File: src/rtl/joy_socd_ctrl.sv
// Multi-player joystick conditioner: 2-flop sync, per-bit debounce, SOCD
// resolution, optional 4-way restriction and per-button autofire.
module joy_socd_ctrl #(
  parameter int PLAYERS   = 2,
  parameter int BUTTONS   = 4,
  parameter int DEB_TICKS = 4,
  parameter int AF_HALF   = 3
) (
  input  logic                              clk_sys,
  input  logic                              I_RESETn,
  input  logic                              ce,
  input  logic [PLAYERS*(4+BUTTONS)-1:0]    joy_in,
  input  logic [1:0]                        socd_mode,
  input  logic                              four_way,
  input  logic [BUTTONS-1:0]                af_en,
  output logic [PLAYERS*(4+BUTTONS)-1:0]    joy_out
);

  localparam int W   = 4 + BUTTONS;
  localparam int N   = PLAYERS * W;
  localparam int DCW = (DEB_TICKS > 0) ? $clog2(DEB_TICKS + 1) : 1;
  localparam int AFW = $clog2(AF_HALF) + 1;

  logic [N-1:0] sync1_q, sync2_q;
  logic [N-1:0] deb, deb_prev_q, press;
  logic [N-1:0] cond_d, joy_out_q;

  always_ff @(posedge clk_sys or negedge I_RESETn) begin
    if (!I_RESETn) begin
      sync1_q    <= '0;
      sync2_q    <= '0;
      deb_prev_q <= '0;
      joy_out_q  <= '0;
    end else begin
      sync1_q    <= joy_in;
      sync2_q    <= sync1_q;
      deb_prev_q <= deb;
      joy_out_q  <= cond_d;
    end
  end

  assign press   = deb & ~deb_prev_q;
  assign joy_out = joy_out_q;

  generate
    if (DEB_TICKS == 0) begin : g_nodeb
      assign deb = sync2_q;
    end else begin : g_deb
      for (genvar i = 0; i < N; i++) begin : g_bit
        logic [DCW-1:0] cnt_q;
        logic           d_q;
        always_ff @(posedge clk_sys or negedge I_RESETn) begin
          if (!I_RESETn) begin
            cnt_q <= '0;
            d_q   <= 1'b0;
          end else if (sync2_q[i] == d_q) begin
            cnt_q <= '0;
          end else if (ce) begin
            if (cnt_q == DCW'(DEB_TICKS - 1)) begin
              d_q   <= ~d_q;
              cnt_q <= '0;
            end else begin
              cnt_q <= cnt_q + DCW'(1);
            end
          end
        end
        assign deb[i] = d_q;
      end
    end
  endgenerate

  // Pair bit [1] is the direction that wins simultaneous presses (L on H, U on V).
  // Returns {last_n, first_n, resolved[1:0]}.
  function automatic logic [3:0] resolve_axis(
    input logic [1:0] held,
    input logic [1:0] pr,
    input logic       last_q,
    input logic       first_q,
    input logic [1:0] mode
  );
    logic       last_n;
    logic       first_n;
    logic [1:0] res;
    last_n = pr[1] ? 1'b1 : (pr[0] ? 1'b0 : last_q);
    if (&held)
      first_n = (&pr) ? 1'b1 : (pr[1] ? 1'b0 : (pr[0] ? 1'b1 : first_q));
    else
      first_n = held[1] ? 1'b1 : (held[0] ? 1'b0 : first_q);
    res = held;
    if (&held) begin
      case (mode)
        2'b00:   res = last_n ? 2'b10 : 2'b01;
        2'b01:   res = 2'b00;
        2'b10:   res = first_n ? 2'b10 : 2'b01;
        default: res = 2'b11;
      endcase
    end
    return {last_n, first_n, res};
  endfunction

  generate
    for (genvar p = 0; p < PLAYERS; p++) begin : g_player
      logic [W-1:0] held, pr, cond_p;
      logic last_h_q, last_v_q, first_h_q, first_v_q, last_axis_q;
      logic last_h_d, last_v_d, first_h_d, first_v_d, last_axis_d;
      logic [1:0] h_res, v_res;
      logic [BUTTONS-1:0][AFW-1:0] af_cnt_q, af_cnt_d;
      logic [BUTTONS-1:0] af_phase_q, af_phase_d, btn_out;

      assign held = deb[p*W +: W];
      assign pr   = press[p*W +: W];

      always_comb begin
        {last_h_d, first_h_d, h_res} =
          resolve_axis(held[1:0], pr[1:0], last_h_q, first_h_q, socd_mode);
        {last_v_d, first_v_d, v_res} =
          resolve_axis(held[3:2], pr[3:2], last_v_q, first_v_q, socd_mode);
        last_axis_d = (|pr[3:2]) ? 1'b1 : ((|pr[1:0]) ? 1'b0 : last_axis_q);
        if (four_way && (|h_res) && (|v_res)) begin
          if (last_axis_d) h_res = 2'b00;
          else             v_res = 2'b00;
        end
        af_cnt_d   = af_cnt_q;
        af_phase_d = af_phase_q;
        btn_out    = '0;
        // Output uses the upcoming phase so the press cycle shows high.
        for (int k = 0; k < BUTTONS; k++) begin
          if (pr[4+k]) begin
            af_cnt_d[k]   = '0;
            af_phase_d[k] = 1'b1;
          end else if (held[4+k] && ce) begin
            if (af_cnt_q[k] == AFW'(AF_HALF - 1)) begin
              af_cnt_d[k]   = '0;
              af_phase_d[k] = ~af_phase_q[k];
            end else begin
              af_cnt_d[k] = af_cnt_q[k] + AFW'(1);
            end
          end
          btn_out[k] = af_en[k] ? (held[4+k] & af_phase_d[k]) : held[4+k];
        end
        cond_p = {btn_out, v_res, h_res};
      end

      always_ff @(posedge clk_sys or negedge I_RESETn) begin
        if (!I_RESETn) begin
          last_h_q    <= 1'b0;
          last_v_q    <= 1'b0;
          first_h_q   <= 1'b0;
          first_v_q   <= 1'b0;
          last_axis_q <= 1'b0;
          af_cnt_q    <= '0;
          af_phase_q  <= '0;
        end else begin
          last_h_q    <= last_h_d;
          last_v_q    <= last_v_d;
          first_h_q   <= first_h_d;
          first_v_q   <= first_v_d;
          last_axis_q <= last_axis_d;
          af_cnt_q    <= af_cnt_d;
          af_phase_q  <= af_phase_d;
        end
      end

      assign cond_d[p*W +: W] = cond_p;
    end
  endgenerate

endmodule

File: config.mk
export PLATFORM = sky130hd
export DESIGN_NAME = joy_socd_ctrl
export DESIGN_NICKNAME = d
export VERILOG_FILES = /design/src/rtl/joy_socd_ctrl.sv
export SDC_FILE = /design/constraint.sdc
export NUM_CORES = 1
export LEC_CHECK = 0
export ABC_CLOCK_PERIOD_IN_PS = 3200
export CAP_MARGIN = 30
export CELL_PAD_IN_SITES_DETAIL_PLACEMENT = 2
export CELL_PAD_IN_SITES_GLOBAL_PLACEMENT = 2
export CORE_MARGIN = 4
export CORE_UTILIZATION = 43
export CTS_CLUSTER_DIAMETER = 100
export CTS_CLUSTER_SIZE = 10
export DETAILED_ROUTE_END_ITERATION = 8
export HOLD_SLACK_MARGIN = 0.05
export PLACE_DENSITY = 0.94
export SLEW_MARGIN = 20
export SYNTH_ARGS = -nofsm -noshare
export SYNTH_HDL_FRONTEND = slang
export SYNTH_SLANG_ARGS = --single-unit
File: constraint.sdc
create_clock -name clk_sys -period 3.2 [get_ports clk_sys]
set_input_delay 0.48 -clock clk_sys [delete_from_list [all_inputs] [get_ports clk_sys]]
set_output_delay 0.48 -clock clk_sys [all_outputs]
set_load 0.005 [all_outputs]
; ---- After elaboration in Yosys (flattened, before gate mapping)
; Index checks and enable logic that the tools add are counted.
[totals]
reg_bits = 170
inputBits = 26
out_inout_bits = 16
elab_cells = 405
[classes]
addsub = 24
n_eq_ne = 42
n_mux = 164
bitwise_logic = 50
reduce_logical = 69
[ops]
columns = operator, n
row1 = $mux W3, 72
row2 = $add A3 B1 Y3 const B, 24
row3 = $eq A3 B2 Y1 const B, 24
row4 = $mux W1, 68
row5 = $reduce_and A3 Y1, 16
row6 = $reduce_bool A2 Y1, 24
row7 = $mux W2, 20
row8 = $not A1 Y1, 40
row9 = $pmux W2 S3, 4
row10 = $and A16 B16 Y16, 1
row11 = $eq A1 B1 Y1, 16
row12 = $not A16 Y16, 1
row13 = $reduce_and A2 Y1, 8
row14 = $reduce_or A2 Y1, 8
row15 = $logic_and A1 B1 Y1, 12
row16 = $and A1 B1 Y1, 8
row17 = $eq A2 B1 Y1 const B, 1
row18 = $eq A2 B2 Y1 const B, 1
row19 = $logic_not A2 Y1, 1

; ---- Longest topological paths before layout
; Gate-level depths: netlist of the first run.
[depth]
ltp_word = 13
ltp_mapped = 7
depth_no_buf = 5

; ---- Least setup slack after synthesis of the first run
; OpenSTA, ideal clock, no wires.
[synth_timing]
kind = register -> register
from = register g_deb.g_bit[11].d_q
to = register joy_out_q[8], in the netlist joy_out[8]
arrival_time_ns = 1.424
required_time_ns = 3.089
setup_slack_ns = 1.664
path_stages_with_launch = 6
path_buffers = 1
period_less_slack_ns = 1.536
path_cell_list = dfrtp_1 > buf_6 > nor2b_4 > a311o_1 > nor3b_2 > a2111oi_2
[synth_via]
word_cells_on_any_way = 18
cone_classes = 12 x mux / 1 x bitwise / 5 x reduce/logical
[synth_rtl]
columns = item, line_no
row1 = from (decl), 51  ; logic d_q;
row2 = from (signal assigned), 60  ; d_q <= ~d_q;
row3 = $and A16 B16 Y16, 42  ; assign press = deb & ~deb_prev_q;
row4 = $reduce_or A2 Y1, 118  ; last_axis_d = (|pr[3:2]) ? 1'b1 : ((|pr[1:0]) ? 1'b0 : last_axis_q);
row5 = $mux W1, 118
row6 = via g_player[1].last_axis_d, 105  ; logic last_h_d, last_v_d, first_h_d, first_v_d, last_axis_d;
row7 = $mux W2, 120  ; if (last_axis_d) h_res = 2'b00;
row8 = $mux W2, 119  ; if (four_way && (|h_res) && (|v_res)) begin
row9 = via cond_d[8], 26  ; logic [N-1:0] cond_d, joy_out_q;
row10 = to (signal assigned), 38  ; joy_out_q <= cond_d;
row11 = to (decl), 26
; The timed path passes the listed nets, and every way through them passes these cells.
; A chain may end at the register's enable or synchronous reset.

; ---- Final worst setup path of the first run
[layout_timing]
from = register joy_out_q[3], in the netlist joy_out[3]
to = output joy_out[3]
[layout_rtl]
columns = item, line_no
row1 = to (decl), 16  ; output logic [PLAYERS*(4+BUTTONS)-1:0] joy_out
; No word-level cell between the ends.

==> out/metrics.yaml, run 1 <==
instances_no_fill: 939
yosysWarningCount: 0
htree_levels: 4
cp_num_buf_inv: 1
grt_max_degree: 76
r2r_start: "g_deb.g_bit[0].d_q"
drt_first_pass_iters: 5
die_area_um2: 19230
hold_violations: 0
r2r_setup_slack_ps: 1400
start_util_pct: 44.13
dp.cells: 907
synthCells: 669
synth.distinct_cells: 51
path_clk_slew_ps: 70
cts_buffers: 17
via_per_inst: 5.714
cts_tree: "done"
hold_path_class: "in -> async"
synth_edf_count: 0
grt_pass1_wl_um: 38720
p_leak_uw: 0.003682
avgSynthCellArea_um2: 10.98
worstPathRequired_ps: 2720
synthArstFlopShare_pct: 100.0
clock_latency_ps: 450
drt_wl_total_um: 23940
crit_family: "buffers and inverters"
ant_nets: 0
fin_skew_ps: 9.466
die_y_um: 138.7
cts.sinks: 170
r2r_cells: 4
cts-root-buf: "clkbuf_16"
critPathMaxStageDelay_ps: 570
seq_area_frac_synth_pct: 57.92
synth_top_flop_cell: "dfrtp_1"
cts_hold_buf: 0
r2r_end: "joy_out[1]"
post-route-drc-count: 0
antenna_found_initial: 0
antenna_cells: 0
cp.arrival_ps: 1370
num_vias: 5365
cap_violations: 0
max_slew_margin_pct: 50.42
layout-drive-gt1-share_pct: 9.458
wl_per_cell_um: 25.49
dp_hpwl_um: 13910
end_kind: "output pin"
worst_pin_slew_ps: 743.8
synth_fp_nets: 711
cp_cell_sequence: "clkdlybuf4s50_1"
cp-start-kind: "register"
status: "complete, no violations"
max_freq_ghz: 0.5396
post_cts_buffers: 0
post-route-period-util_pct: 57.92
peakVddDrop_v: 0.0004462
powerDensity_nw_per_um2: 872.9
core_um2: 16640
die_w_um: 138.7
path_max_fanout: 1
syn_area_um2: 7345
globalRouteTotalUtil_pct: 25.95
rsz0062_at_grt: "no"
setup_violations: 0
gp_congestion: 0.7860
total_power_uw: 7490
overflow: 0
cts_resized: 0
critPathKind: "reg -> out"
ys_seq_elements: 170
fin_crit_ps: 1853
syn2layout_area_growth_pct: 16.83
num_rows: 47
portBuffers: 41
maxSlewViolCount: 0
clock_tree.buffer_depth: 2
io_pins: 42
fillers: 1595
cpMaxStageDelayCell: "clkdlybuf4s50_1"
post-route-util_pct: 51.56
grt_pass1_vias: 6276
fin_tns_setup_ps: 0
worstSetupStartpoint: "joy_out[3]"
fin_nets: 748
drt_iter0_drc: 340
-- per-layer routing --
| metal | global-route usage, % | routed length (µm) | up-vias |
|---|---|---|---|
| li1 | - | - | 2379 |
| met4 | 8.187 | 484 | 0 |
| met5 | 0 | 0 | - |
| met2 | 47.10 | 12960 | 75 |
| met3 | 4.586 | 526 | 38 |
| met1 | 31.43 | 9969 | 2873 |
-- registers in the layout, summed over array words and instances, names as in the netlist --
register              flops
deb_prev_q               16
joy_out                  16
g_deb.g_bit.d_q          16
g_player.last_axis_q      2
g_player.af_phase_q       8
sync1_q                  16
g_player.last_v_q         2
g_player.af_cnt_q        24
sync2_q                  16
g_deb.g_bit.cnt_q        48
g_player.first_v_q        2
g_player.last_h_q         2
g_player.first_h_q        2
-- report_power, final --
part	switching, µW	total [µW]	internal [µW]	leakage [µW]
Clock	988	2310	1320	0.000307
Sequential	674	3360	2690	0.00217
Combinational	1010	1820	803	0.00120
-- synth_stat cells (all sizes together) (3+ instances only) --
cell | count | area (µm²)
nand2b | 45 | 281.5
buf | 12 | 75.07
mux2 | 21 | 236.5
mux2i | 12 | 120.1
nand4 | 8 | 50.05
a21oi | 45 | 225.2
nand4b | 4 | 35.03
a211oi | 3 | 22.52
o21ai | 43 | 215.2
nor2 | 44 | 165.2
nor3 | 6 | 30.03
nand2 | 61 | 229.0
inv | 30 | 112.6
and3b | 3 | 26.28
a31oi | 8 | 50.05
clkbuf | 15 | 66.31
o41ai | 4 | 35.03
nor2b | 14 | 95.09
nand3 | 23 | 115.1
ha | 16 | 200.2
o2bb2ai | 7 | 61.31
dfrtp | 170 | 4254
nor3b | 5 | 42.54
o22ai | 3 | 18.77
a21bo | 4 | 40.04
nand3b | 18 | 135.1
xnor2 | 23 | 201.4
-- through the flow --
stage | instance area [µm²] | setup WS [ps] | hold WS [ps]
3_3_place_gp | 7943 | 1241 | 333.3
3_5_place_dp | 7943 | 998.3 | 337.2
2_1_floorplan | 7345 | 1664 | 184.4
6_report | 8581 | 1347 | 52.29
5_1_grt | 8581 | 1256 | 106.1
4_1_cts | 8581 | 1330 | 84.38
-- worst max path at each step --
stage | to | cells after the start
after floorplan | joy_out[8] | 5
after global placement | joy_out[8] | 5
after detailed placement | joy_out[11] | 5
after CTS | joy_out[3] | 1
after global routing | joy_out[2] | 5
final | joy_out[3] | 1
-- cell type report --
| type | instances | area, µm² | share of cell area, % |
|---|---|---|---|
| Clock buffer | 17 | 425.4 | 4.958 |
| Clock inverter | 15 | 212.7 | 2.479 |
| Inverter | 30 | 112.6 | 1.312 |
| Multi-Input combinational cell | 442 | 2836 | 33.06 |
| Sequential cell | 170 | 4254 | 49.58 |
| Tap cell | 220 | 275.3 | 3.208 |
| Timing Repair Buffer | 45 | 464.2 | 5.410 |
-- logic make-up after synthesis --
| family | after synthesis | share of synthesized area, % |
|---|---|---|
| fa+ha+maj | 16 | 2.726 |
| buf+inv | 57 | 3.458 |
| mux | 33 | 4.855 |
| xor+xnor | 24 | 2.862 |
| simple gates | 235 | 16.92 |
| flops | 170 | 57.92 |
| compound gates | 134 | 11.26 |
-- cells in the final DEF (no fill, tap or decap), drive strengths merged, types with 21 or more instances in the layout --
cell / instances
dfrtp: 170
nand2: 61
a21oi: 45
nand2b: 45
nor2: 44
o21ai: 43
clkdlybuf4s50: 39
inv: 35
xnor2: 23
nand3: 23
mux2: 21
No activity file was read; power rests on OpenSTA's default activity.
==> run 2: changes to the inputs <==
--- a/config.mk
+++ b/config.mk
@@ -5,17 +5,17 @@
 export SDC_FILE = /design/constraint.sdc
 export NUM_CORES = 1
 export LEC_CHECK = 0
-export ABC_CLOCK_PERIOD_IN_PS = 3200
+export ABC_CLOCK_PERIOD_IN_PS = 1700
 export CAP_MARGIN = 30
 export CELL_PAD_IN_SITES_DETAIL_PLACEMENT = 2
 export CELL_PAD_IN_SITES_GLOBAL_PLACEMENT = 2
 export CORE_MARGIN = 4
-export CORE_UTILIZATION = 43
+export CORE_UTILIZATION = 36
 export CTS_CLUSTER_DIAMETER = 100
 export CTS_CLUSTER_SIZE = 10
 export DETAILED_ROUTE_END_ITERATION = 8
 export HOLD_SLACK_MARGIN = 0.05
-export PLACE_DENSITY = 0.94
+export PLACE_DENSITY = 0.85
 export SLEW_MARGIN = 20
 export SYNTH_ARGS = -nofsm -noshare
 export SYNTH_HDL_FRONTEND = slang
==> constraint.sdc (replaced) <==
create_clock -name clk_sys -period 1.7 [get_ports clk_sys]
set_input_delay 0.255 -clock clk_sys [delete_from_list [all_inputs] [get_ports clk_sys]]
set_output_delay 0.255 -clock clk_sys [all_outputs]
set_load 0.005 [all_outputs]
==> run 2 against run 1 <==
Compared with the run above: first-iteration DRC count fell by 39%; clock-buffer cell count did not move; worst hold slack improved by 200 ps; largest cell class unchanged; largest power group unchanged.
==> out/metrics.yaml, run 2 (synthesis gave the netlist of run 1 again) <==
status: "complete, no violations"
internal_power_uw: 8753
grt_pass1_vias: 6180
post_cts_buffers: 0
largest_reg_flops: 48
fin_crit_ps: 1609
fin_skew_ps: 11.72
overflow: 0
stdcell_area_um2: 8792
post-route-drc-count: 0
p_seq_share_pct: 45.2
dp.cells: 975
num_rows: 51
num_vias: 5198
dpl_cell_area_um2: 8197
post-route-period-util_pct: 94.67
dp_hpwl_um: 12720
wl_per_cell_um: 18.51
holdWs_ps: 256.7
cp_cell_sequence: "nor2b_4 -> a311o_1 -> nor3b_2 -> a2111oi_2"
r2r_end: "joy_out[8]"
clock_latency_ps: 430
antenna_found_initial: 0
hold_end: "sync1_q[8]"
post-route-util_pct: 44.45
swShare_pct: 34.39
core_um2: 19780
htree_levels: 4
r2r_start: "g_deb.g_bit[11].d_q"
ant_nets: 0
start_util_pct: 37.13
drt_wl_total_um: 18650
r2r_setup_slack_ps: 90
min_from: "joy_in[8]"
drt_first_pass_iters: 4
worstPathRequired_ps: 2020
hold_violations: 0
combinationalPowerShare_pct: 25.6
max_slew_margin_pct: 67.08
peakVddDrop_v: 0.0006817
grt_pass1_wl_um: 31930
cts-root-buf: "clkbuf_16"
r2r_cells: 4
cts_buffers: 17
total_power_uw: 13340
grt_max_degree: 46
p_clk_share_pct: 29.2
antenna_cells: 0
die_y_um: 150.8
globalRouteTotalUtil_pct: 17.71
hold_path_class: "in -> reg"
fin_nets: 772
cap_violations: 0
via_per_inst: 5.157
path_max_fanout: 4
end_kind: "register"
die_area_um2: 22750
powerDensity_nw_per_um2: 1517
fillers: 2043
layout-drive-gt1-share_pct: 12.65
clock_tree.buffer_depth: 2
gp_congestion: 0.8274
rsz0062_at_grt: "no"
worst_pin_slew_ps: 493.8
path_clk_slew_ps: 80
maxSlewViolCount: 0
instances_no_fill: 1008
top_regs: "g_deb.g_bit.cnt_q: 48 flops, g_player.af_cnt_q: 24 flops"
p_switching_uw: 4587
cp.arrival_ps: 1930
critPathMaxStageDelay_ps: 400
cp-start-kind: "register"
cpMaxStageDelayCell: "dfrtp_1"
drt_iter0_drc: 206
mostFrequentLayoutCell: "dfrtp_1"
whs_path_depth: 1
io_pins: 42
p_leak_uw: 0.003781
critPathKind: "reg -> reg"
cts.sinks: 170
cts_tree: "done"
portBuffers: 41
die_w_um: 150.8
max_freq_ghz: 0.6214
setup_violations: 0
syn2layout_area_growth_pct: 19.71
regMostFlops: "g_deb.g_bit.cnt_q"
layout_common_cells: "dfrtp_1, nand2_1, a21oi_1, nand2b_1, nor2_1"
[run 2: changes by cell type in the layout (fill, tap and decap cells not counted), sizes merged]
| cell | delta |
|---|---|
| dlygate4sd3 | +1 |
| bufinv | -3 |
| buf | +23 |
| clkinv | -1 |
| inv | +4 |
[run 2: final cells by class]
cell class | instances | area [µm²] | share of cell area, %
sequential | 170 | 4257 | 48.41
multi-input combinational | 442 | 2841 | 32.32
timing repair buffer | 69 | 671.9 | 7.642
clock buffer | 17 | 425.4 | 4.838
tap | 265 | 331.6 | 3.771
clock inverter | 15 | 152.6 | 1.736
inverter | 30 | 112.6 | 1.281
[run 2: worst max-delay path by stage]
stage / endpoint / from
global route: joy_out[0] / deb_prev_q[0]
floorplan: joy_out[8] / g_deb.g_bit[11].d_q
detailed placement: joy_out[8] / socd_mode[1]
finish: joy_out[8] / g_deb.g_bit[11].d_q
global placement: joy_out[2] / socd_mode[0]
CTS: joy_out[8] / deb_prev_q[8]
[run 2: power groups by stage]
| stage | combinational [µW] | clock, µW | sequential [µW] |
|---|---|---|---|
| 6_report | 3410 | 3900 | 6030 |
| 5_1_grt | 3820 | 4200 | 6210 |
| 4_1_cts | 3480 | 4010 | 6050 |
| 3_3_place_gp | 3030 | 0 | 5920 |
| 3_5_place_dp | 3380 | 0 | 6100 |
| 2_1_floorplan | 2280 | 0 | 5680 |
[run 2: worst max-delay path, delay by kind of cell, from the launching register on]
family,cells,cell delay (ps)
simple gates,2,340
flops,1,400
compound gates,2,750
[run 2: per-stage QoR]
stage	setup WS [ps]	TNS [ps]
after detailed placement	-94.27	-302.1
after floorplan	164.3	0
final	90.62	0
after CTS	29.51	0
after global placement	10.96	0
after global routing	19.74	0
[run 2: per-layer routing]
metal  wire [µm]  part of all wire (%)  vias to the layer above  GRT usage, %
li1            -                     -                     2428             -
met1        7453                    40                     2704         19.65
met2       10620                    57                       48         34.16
met3         352                   1.9                       18         3.950
met4         226                   1.2                        0         4.170
met5           0                     0                        -             0
[run 2: timing repair]
item                                    in CTS  in global routing
resized for setup                            0                  3
endpoints found under the setup margin       0                  2
hold endpoints to repair                    39                  0
hold buffers                                 1                  0
